[src/rtl/cv32e40s_div_arb.sv]
// Two-port arbiter/sequencer sharing one cv32e40s_div between two requesters.
// Macro DIV_ARB_RR_EN: defined = round-robin priority pointer; undefined = fixed priority (port 0 wins).
package cv32e40s_div_arb_pkg;
  typedef enum logic [1:0] {
    DIV_DIV  = 2'b00,
    DIV_DIVU = 2'b01,
    DIV_REM  = 2'b10,
    DIV_REMU = 2'b11
  } div_opcode_e;
endpackage

module cv32e40s_div_arb
  import cv32e40s_div_arb_pkg::*;
#(
  parameter int unsigned NREQ = 2  // the owner/priority encoding is one bit wide
) (
  input  logic                       clk,
  input  logic                       rst_n,
  input  logic [NREQ-1:0]            req_valid_i,
  output logic [NREQ-1:0]            req_ready_o,
  input  logic [NREQ-1:0][31:0]      req_op_a_i,
  input  logic [NREQ-1:0][31:0]      req_op_b_i,
  input  div_opcode_e                req_operator_i [NREQ],
  input  logic [NREQ-1:0]            req_dit_i,
  output logic [NREQ-1:0]            rsp_valid_o,
  input  logic [NREQ-1:0]            rsp_ready_i,
  output logic [31:0]                rsp_result_o,
  output logic                       div_valid_o,
  input  logic                       div_ready_i,
  output logic [31:0]                div_op_a_o,
  output logic [31:0]                div_op_b_o,
  output div_opcode_e                div_operator_o,
  output logic                       div_dit_o,
  output logic                       div_en_o,
  input  logic                       div_rvalid_i,
  output logic                       div_rready_o,
  input  logic [31:0]                div_result_i,
  output logic                       busy_o,
  output logic                       owner_o
);

  typedef enum logic [1:0] {
    S_IDLE  = 2'b00,
    S_ISSUE = 2'b01,
    S_WAIT  = 2'b10
  } state_e;

  state_e      r_state;
  state_e      w_state_nxt;
  logic        r_owner;
  logic [31:0] r_op_a;
  logic [31:0] r_op_b;
  div_opcode_e r_operator;
  logic        r_dit;

  logic w_winner;
  logic w_accept;
  logic w_rsp_done;

`ifdef DIV_ARB_RR_EN
  logic r_prio;
  assign w_winner = (&req_valid_i) ? r_prio : ~req_valid_i[0];
`else
  assign w_winner = ~req_valid_i[0];
`endif

  // Gated by rst_n so req_ready_o is low while reset is asserted even if requests are pending.
  assign w_accept   = rst_n && (r_state == S_IDLE) && (|req_valid_i);
  assign w_rsp_done = (r_state == S_WAIT) && div_rvalid_i && rsp_ready_i[r_owner];

  always_comb begin
    // NOTE: every output of this block gets a default first, so no path can infer a latch.
    w_state_nxt  = r_state;
    req_ready_o  = '0;
    rsp_valid_o  = '0;
    rsp_result_o = '0;
    div_valid_o  = 1'b0;
    div_en_o     = 1'b0;
    div_rready_o = 1'b0;
    unique case (r_state)
      S_IDLE: begin
        if (w_accept) begin
          req_ready_o[w_winner] = 1'b1;
          w_state_nxt           = S_ISSUE;
        end
      end
      S_ISSUE: begin
        div_valid_o = 1'b1;
        div_en_o    = 1'b1;
        if (div_ready_i) w_state_nxt = S_WAIT;
      end
      S_WAIT: begin
        div_en_o              = 1'b1;
        rsp_valid_o[r_owner]  = div_rvalid_i;
        rsp_result_o          = div_result_i;
        div_rready_o          = rsp_ready_i[r_owner];
        if (w_rsp_done) w_state_nxt = S_IDLE;
      end
      default: w_state_nxt = S_IDLE;
    endcase
  end

  // NOTE: sequential state uses non-blocking assignments so every register samples pre-edge values.
  always_ff @(posedge clk or negedge rst_n) begin
    if (!rst_n) r_state <= S_IDLE;
    else        r_state <= w_state_nxt;
  end

  // NOTE: the operand registers are a handful of flops, so they are reset to give clean zero outputs.
  always_ff @(posedge clk or negedge rst_n) begin
    if (!rst_n) begin
      r_owner    <= 1'b0;
      r_op_a     <= '0;
      r_op_b     <= '0;
      r_operator <= DIV_DIV;
      r_dit      <= 1'b0;
    end else if (w_accept) begin
      r_owner    <= w_winner;
      r_op_a     <= req_op_a_i[w_winner];
      r_op_b     <= req_op_b_i[w_winner];
      r_operator <= req_operator_i[w_winner];
      r_dit      <= req_dit_i[w_winner];
    end
  end

`ifdef DIV_ARB_RR_EN
  // The port just served loses the next tie.
  always_ff @(posedge clk or negedge rst_n) begin
    if (!rst_n)          r_prio <= 1'b0;
    else if (w_rsp_done) r_prio <= ~r_owner;
  end
`endif

  assign div_op_a_o     = r_op_a;
  assign div_op_b_o     = r_op_b;
  assign div_operator_o = r_operator;
  assign div_dit_o      = r_dit;
  assign busy_o         = (r_state != S_IDLE);
  assign owner_o        = r_owner;

endmodule

[config.mk]
export PLATFORM = sky130hd
export DESIGN_NAME = cv32e40s_div_arb
export DESIGN_NICKNAME = d
export VERILOG_FILES = /design/src/rtl/cv32e40s_div_arb.sv
export SDC_FILE = /design/constraint.sdc
export NUM_CORES = 1
export LEC_CHECK = 0
export CORE_MARGIN = 3
export CORE_UTILIZATION = 33
export DETAILED_ROUTE_END_ITERATION = 8
export PLACE_DENSITY_LB_ADDON = 0.08
export SKIP_LAST_GASP = 1
export SLEW_MARGIN = 30
export SYNTH_ARGS = -nofsm -noshare
export SYNTH_HDL_FRONTEND = slang
export SYNTH_SLANG_ARGS = --single-unit
[constraint.sdc]
create_clock -name clk -period 2.3 [get_ports clk]
set_clock_uncertainty 0.2 [all_clocks]
set_input_delay 0.23 -clock clk [delete_from_list [all_inputs] [get_ports clk]]
set_output_delay 0.23 -clock clk [all_outputs]
set_load 0.02 [all_outputs]
### Word-level counts from Yosys, hierarchy flattened

Cells that the tools add are included.
W data, S select, Z words.

* register bits: 70
* word-level logic and storage cells: 56
* input port bits: 174

* magnitude comparators: 5
* bitwise gates (word level): 3
* equality and inequality tests: 5
* mux-type cells: 26
* reductions and logical operators: 11

Operator list (number)
* $mux W32: 5
* $mux W2: 9
* $mux W1: 9
* $logic_and A1 B1 Y1: 6
* $ne A2 B2 Y1 const B: 3
* $pmux W2 S3: 1
* $lt A1 B2 Y1 const B: 2
* $reduce_or A2 Y1: 2
* $reduce_and A3 Y1: 1
* $and A2 B2 Y2: 1
* $demux W1 S1: 2
* $eq A2 B1 Y1 const B: 1
* $eq A2 B2 Y1 const B: 1
* $ge A1 B1 Y1 const B: 2
* $ge A2 B2 Y1 const B: 1
* $logic_not A2 Y1: 1
* $not A1 Y2: 1
* $reduce_bool A2 Y1: 1
* $not A1 Y1: 1

### Depth between registers and ports, before layout

Gate-level depths: netlist of run 1.

* word-level depth: 7
* mapped depth: 7
* mapped depth without buffers: 5

### Least setup slack after synthesis of run 1

OpenSTA, ideal clock, no wires.

* path kind: register to register
* from: register r_state[1]
* to: register r_state[0]
* cell stages (with the launch flop): 6
* setup slack: 499 ps
* data required time: 1973 ps
* arrival time: 1474 ps
* path through: dfrtp_1 -> inv_1 -> ha_1 -> and2b_2 -> a221o_1 -> mux2_1

* word-level cells in the longest chain between the ends: 5

RTL lines
* start, declared: RTL line 48 `state_e r_state;`
* start signal, assigned: RTL line 106 `else r_state <= w_state_nxt;`
* $eq A2 B2 Y1 or $logic_not A2 Y1 (tied branches): RTL line 69, 80, 68
* $logic_and A1 B1 Y1 (on tied branches) (2 in a row): RTL line 69, 68
* $ne A2 B2 Y1 (no source line)
* $reduce_and A3 Y1 (no source line)

Parallel ways exist; a longest one is shown, timed or not.
A chain may end at the register's enable or synchronous reset.

### Worst setup path after layout of run 1

* from: register r_state[0]
* to: output port div_en_o

* word-level cells in the longest chain between the ends: 3

RTL lines
* $eq A2 B2 Y1 or $eq A2 B1 Y1 (tied branches): RTL line 80 `unique case (r_state)`
* $reduce_or A2 Y1 (no source line) *
* $mux W1 *: RTL line 80
* end, declared: RTL line 34 `output logic div_en_o,`

Every way passes the cells marked *; elsewhere a longest branch is shown, timed or not.

==> impl_metrics.ini, run 1 <==
[status]
run_status = completed

[sta]
final_max_slew_viol_count = 0
slew_headroom = 0.4190
finalSetupViolations = 0
finalHoldViolations = 0
fin_crit_sh = 0.9464
max_slew.worst_pin.slew_ns = 0.8715
tns_ns = 0
fin_crit_ns = 2.177
fmax_mhz = 459.4
rsz0062_at_grt = false

[worst_setup_path]
path_class = reg -> out
cp_num_buf_inv = 2
critical-path-top-delay-family = buffers and inverters
cp.required_ns = 1.87
crit_path_end_kind = primary output
worstSetupStartpointType = flop
path_max_fanout = 4
cp_cell_sequence = inv_1 > ha_2 > clkdlybuf4s50_1
arrival_ns = 1.75
cp_slowest_cell = clkdlybuf4s50_1
slowest_delay_ns = 0.61

[clocking]
clock_latency_ns = 0.33
path_clk_slew_ns = 0.07
cts_made_buffers = 9
cts_max_level = 3
post_cts_buffers = 0
cts.path.max_buffers = 2
clockRootBuffer = clkbuf_8
clock-sinks = 70
cts_tree = built

[floorplan]
num_rows = 37
core_um2 = 10320
initial_core_util = 0.3403
dieHeight_um = 109.2
die-area_um2 = 11920
die_w_um = 109.2
io_pins = 282

[logic_synthesis]
synth.distinct_cells = 19
synth_top_area_cell = dfrtp_1
netlist.area_leader.share = 0.4986
ys_seq_area_frac = 0.4986
postSynthAreaPerCell_um2 = 10.01
syn-num-nets = 530
synth_area_um2 = 3513
synth-seq-cells = 70
yosys_warnings = 0
syn_inst = 351
synth.top_cells.by_area = dfrtp_1 50%, mux2i_1 19%, o21ai_0 9.7%, nand2_1 7.3%, and2_1 5.7%

[power]
p_per_area_nw_per_um2 = 1040
power.leakage_nw = 3.107
ir_worst_vdd_uv = 415.6
power_mw = 6.894

[route]
drc = 0
viasPerCell = 4.521
wl_per_cell_um = 15.98
antenna_left = 0
drt-initial-drc-count = 129
routed_wl_um = 12240
dr.pass1.iters = 4
vias = 3463

[global_routing]
antenna_found_initial = 0
track_usage = 0.1993
grt_pass1_wl_um = 18260
grt-ovfl-total = 0
first_global_vias = 3446
grt_max_degree = 136

[place]
hpwlAfterDp_um = 9775
gp_congestion = 0.7929
port_buffers = 281
numPlacedInstances = 749

[cells_and_area]
area_growth_pct = 88.75
final_nets = 804
most-common-layout-cells = 242 x clkdlybuf4s50_1, 70 x dfrtp_1, 68 x nand2_1, 68 x mux2i_1, 68 x o21ai_0
drive_above_1_share = 0.04762
antenna-diode-count = 0
layout_commonest_cell = clkdlybuf4s50_1
stdcell_count = 766
final_util = 0.6423
num-fill-cells = 895

[min_path]
min_path_type = in -> reg

[run]
cap_violations = 0
## kinds of logic (layout without fill, tap and decap cells)
logic type | Yosys count | in the layout | synth area share
multiplexers | 70 | 70 | 0.2001
adder cells (fa/ha/maj) | 5 | 5 | 0.01781
buffers and inverters | 28 | 307 | 0.03526
flip-flops | 70 | 70 | 0.4986
AO/OA/AOI/OAI | 71 | 71 | 0.1058
AND/OR/NAND/NOR | 107 | 107 | 0.1425
## worst reg2reg max path, stage by stage, from the launching register on
cell and delay, ns:
dfrtp_1 0.39, inv_1 0.09, ha_1 0.23, buf_12 0.17
a221o_1 0.36, mux2_1 0.33
## layout make-up
cell class / instances / area, um2 / area share
Clock buffer: 10 / 137.6 / 0.02075
Timing Repair Buffer: 288 / 2841 / 0.4285
Multi-Input combinational cell: 253 / 1649 / 0.2487
Tap cell: 136 / 170.2 / 0.02566
Sequential cell: 70 / 1752 / 0.2642
Inverter: 3 / 11.26 / 0.001698
Clock inverter: 6 / 70.07 / 0.01057
## per-stage QoR
step / area (um2) / worst slack (ns) / hold WS [ns]
after global placement: 6457 / 0.2448 / 0.07365
after detailed placement: 6457 / 0.2088 / 0.07685
after global routing: 6631 / 0.02311 / 0.2264
after CTS: 6629 / 0.04630 / 0.1662
after floorplan: 3513 / 0.4989 / -0.2656
final: 6631 / 0.1234 / 0.1789
## Yosys cell counts, drive strengths merged
master,n
a21o,1
a221o,1
and2,32
and2b,2
and3,2
buf,13
clkbuf,12
dfrtp,70
ha,5
inv,3
mux2,2
mux2i,68
nand2,68
nand2b,1
nor2,2
o211ai,1
o21ai,68
## metal layers
layer | global-route usage | up-vias | part of all wire
met2 | 0.3553 | 162 | 0.51
met3 | 0.08052 | 13 | 0.11
met1 | 0.2193 | 1559 | 0.37
met5 | 0 | - | 0
met4 | 0.05343 | 0 | 0.012
li1 | - | 1729 | -
## timing repair
action                     4_1_cts  5_1_grt
hold buffers                     1        0
hold endpoints to repair        70        0
resized for setup               37        1
cloned                           0        0
setup endpoints to repair       37        2
## sequential cells by signal, indices dropped and copies added, names as in the netlist
register        count
owner_o             1
r_state             2
div_dit_o           1
div_op_a_o         32
div_operator_o      2
div_op_b_o         32
## final timing paths
| path | startpoint | to | slack, ns | cells after the start |
|---|---|---|---|---|
| worst min register to register | div_op_b_o[19]$_DFFE_PN0P_ | div_op_b_o[19]$_DFFE_PN0P_ | 0.28 | 2 |
| max in group asynchronous | rst_n | div_op_b_o[18]$_DFFE_PN0P_ | 1.01 | 3 |
| worst min-delay path | req_valid_i[0] | owner_o$_DFFE_PN0P_ | 0.18 | 4 |
| worst max register to register | r_state[0]$_DFFE_PN0P_ | r_state[0]$_DFFE_PN0P_ | 0.41 | 5 |
| worst max-delay path | r_state[0]$_DFFE_PN0P_ | div_en_o | 0.12 | 3 |
| min in group asynchronous | rst_n | div_op_b_o[30]$_DFFE_PN0P_ | 0.32 | 3 |
## where the power goes
part	total [mW]	internal, mW	switching (mW)
clock	1.03	0.538	0.489
combinational	3.76	1.80	1.96
sequential	2.11	1.80	0.307
Power figures use the tool's default switching activity.
==> run 2: changes to the inputs <==
- CORE_AREA: default -> 2 2 110 112
- CORE_MARGIN: 3 -> default
- CORE_UTILIZATION: 33 -> default
- CTS_CLUSTER_DIAMETER: default -> 30
- DIE_AREA: default -> 0 0 112 114
- RECOVER_POWER: default -> 25
==> run 2 against run 1 <==
Effect of this change: clock-buffer cell count is 1 higher; first-iteration DRC count is 13% lower; design area grew 1.9%; fmax shrank 1.3%; non-clock buffer count shrank 1; largest cell class unchanged; critical endpoint is now busy_o; via count decreased by 0.95%; combinational power decreased by 4%; sequential share of layout area fell by 0.49 points; critical path depth grew 1; routed wire length is 6.0% lower.
==> impl_metrics.ini, run 2 (synthesized netlist as in run 1, its figures left out) <==
[global_routing]
grt_max_degree = 136
grt_pass1_wl_um = 18010
grt_util_met2 = 0.3034
grt_busiest_layer = met2
track_usage = 0.1794
first_global_vias = 3442
gr-usage-met1 = 0.2094
grt-ovfl-total = 0
met3_usage = 0.06748
antenna_found_initial = 0

[floorplan]
num_rows = 40
die-area_um2 = 12770
dieHeight_um = 114
core_um2 = 11710
io_pins = 282
initial_core_util = 0.3000
die_w_um = 112

[run]
cap_violations = 0

[clocking]
cts_max_level = 3
clockRootBuffer = clkbuf_16
post_cts_buffers = 0
cts.path.max_buffers = 2
clock_latency_ns = 0.32
cts_tree = built
clock-sinks = 70
path_clk_slew_ns = 0.05
cts_made_buffers = 9

[power]
p_per_area_nw_per_um2 = 1066
power.leakage_nw = 3.212
power_mw = 7.204
ir_worst_vdd_uv = 488.8

[worst_setup_path]
cp.required_ns = 1.87
arrival_ns = 1.78
r2r-start = r_state[0]$_DFFE_PN0P_
path_class = reg -> out
crit_path_end_kind = primary output
rr_endpoint = div_op_a_o[10]$_DFFE_PN0P_
path_max_fanout = 4
worstSetupStartpointType = flop
r2r_cells = 5
r2r_setup_slack_ns = 0.43

[cells_and_area]
area_growth_pct = 92.31
num-fill-cells = 1059
regArea_um2 = 1752
antenna-diode-count = 0
layout_commonest_cell = clkdlybuf4s50_1
most-common-layout-cells = 202 x clkdlybuf4s50_1, 70 x dfrtp_1, 68 x nand2_1, 68 x mux2i_1, 68 x o21ai_0
final_nets = 803
drive_above_1_share = 0.04293
multi_input_area_um2 = 1647

[sta]
final_max_slew_viol_count = 0
fin_crit_sh = 0.9588
finalWorstSetupSlack_ns = 0.09472
slew_headroom = 0.4525
rsz0062_at_grt = false
finalSetupViolations = 0
max_slew.worst_pin.slew_ns = 0.8212
fmax_mhz = 453.5
tns_ns = 0
finalHoldViolations = 0
fin_crit_ns = 2.205

[min_path]
min_to = owner_o$_DFFE_PN0P_
min_path_type = in -> reg
worstHoldPathCells = 3
hp-start = req_valid_i[0]

[route]
dr.pass1.iters = 4
drc = 0
drt-initial-drc-count = 112
routed_wl_um = 11510
viasPerCell = 4.420
vias = 3430
wl_per_cell_um = 14.83
antenna_left = 0

[place]
hpwlAfterDp_um = 9078
gp_congestion = 0.7846
port_buffers = 281
pre_cts_slack_ns = 0.1661

[status]
run_status = completed
run 2: changes by cell type in the layout (fill, tap and decap cells not counted), moves of 3 or more:
cell,previous run,this run
buf_4,6,3
clkbuf_16,0,9
clkdlybuf4s50_1,242,202
clkbuf_8,10,1
dlygate4sd3_1,1,41
run 2: critical path, stage by stage, from the launching register on:
cell and delay, ns:
dfrtp_1 0.39, inv_1 0.10, ha_1 0.27, inv_1 0.08
clkdlybuf4s50_1 0.62
run 2: worst max path at each step:
stage | startpoint | to | slack [ns] | depth (start not counted)
5_1_grt | r_state[0]$_DFFE_PN0P_ | busy_o | 0.003 | 4
2_1_floorplan | r_state[1]$_DFFE_PN0P_ | r_state[0]$_DFFE_PN0P_ | 0.50 | 5
3_3_place_gp | r_state[0]$_DFFE_PN0P_ | rsp_result_o[5] | 0.23 | 5
6_report | r_state[0]$_DFFE_PN0P_ | busy_o | 0.09 | 4
4_1_cts | r_state[0]$_DFFE_PN0P_ | busy_o | 0.06 | 4
3_5_place_dp | r_state[0]$_DFFE_PN0P_ | rsp_result_o[28] | 0.17 | 5
run 2: timing repair:
| item | in CTS | in global routing |
|---|---|---|
| gates cloned | 0 | 0 |
| endpoints found under the hold margin | 11 | 0 |
| pin swaps | 0 | 0 |
| hold buffers | 1 | 0 |
| resized for setup | 37 | 2 |
| endpoints found under the setup margin | 37 | 23 |
run 2: cell type report:
class / count / area share
repair buffers: 287 / 0.4202
flip-flops and latches: 70 / 0.2593
multi-input cells: 253 / 0.2437
clock buffers: 11 / 0.03593
well taps: 147 / 0.02722
clock inverters: 5 / 0.01204
inverters: 3 / 0.001667
run 2: per-layer routing:
metal / up-vias / part of all wire / routed length [um]
met3: 16 / 0.091 / 1047
li1: 1735 / - / -
met1: 1507 / 0.40 / 4634
met4: 0 / 0.019 / 218
met5: - / 0 / 0
met2: 172 / 0.49 / 5607
run 2: power by group:
part	switching (mW)	total, mW	internal (mW)
Clock	0.519	1.50	0.981
Sequential	0.284	2.09	1.81
Combinational	1.94	3.61	1.67
run 2: through the flow:
stage | hold slack, ns | cell area [um2] | instances | utilization
after floorplan | -0.2656 | 3513 | 351 | -
after global placement | -0.1037 | 6464 | 759 | 0.5519
after detailed placement | -0.09543 | 6464 | 759 | 0.5519
after CTS | 0.1461 | 6751 | 776 | 0.5765
after global routing | 0.1759 | 6756 | 776 | 0.5769
final | 0.1625 | 6756 | 776 | 0.5769
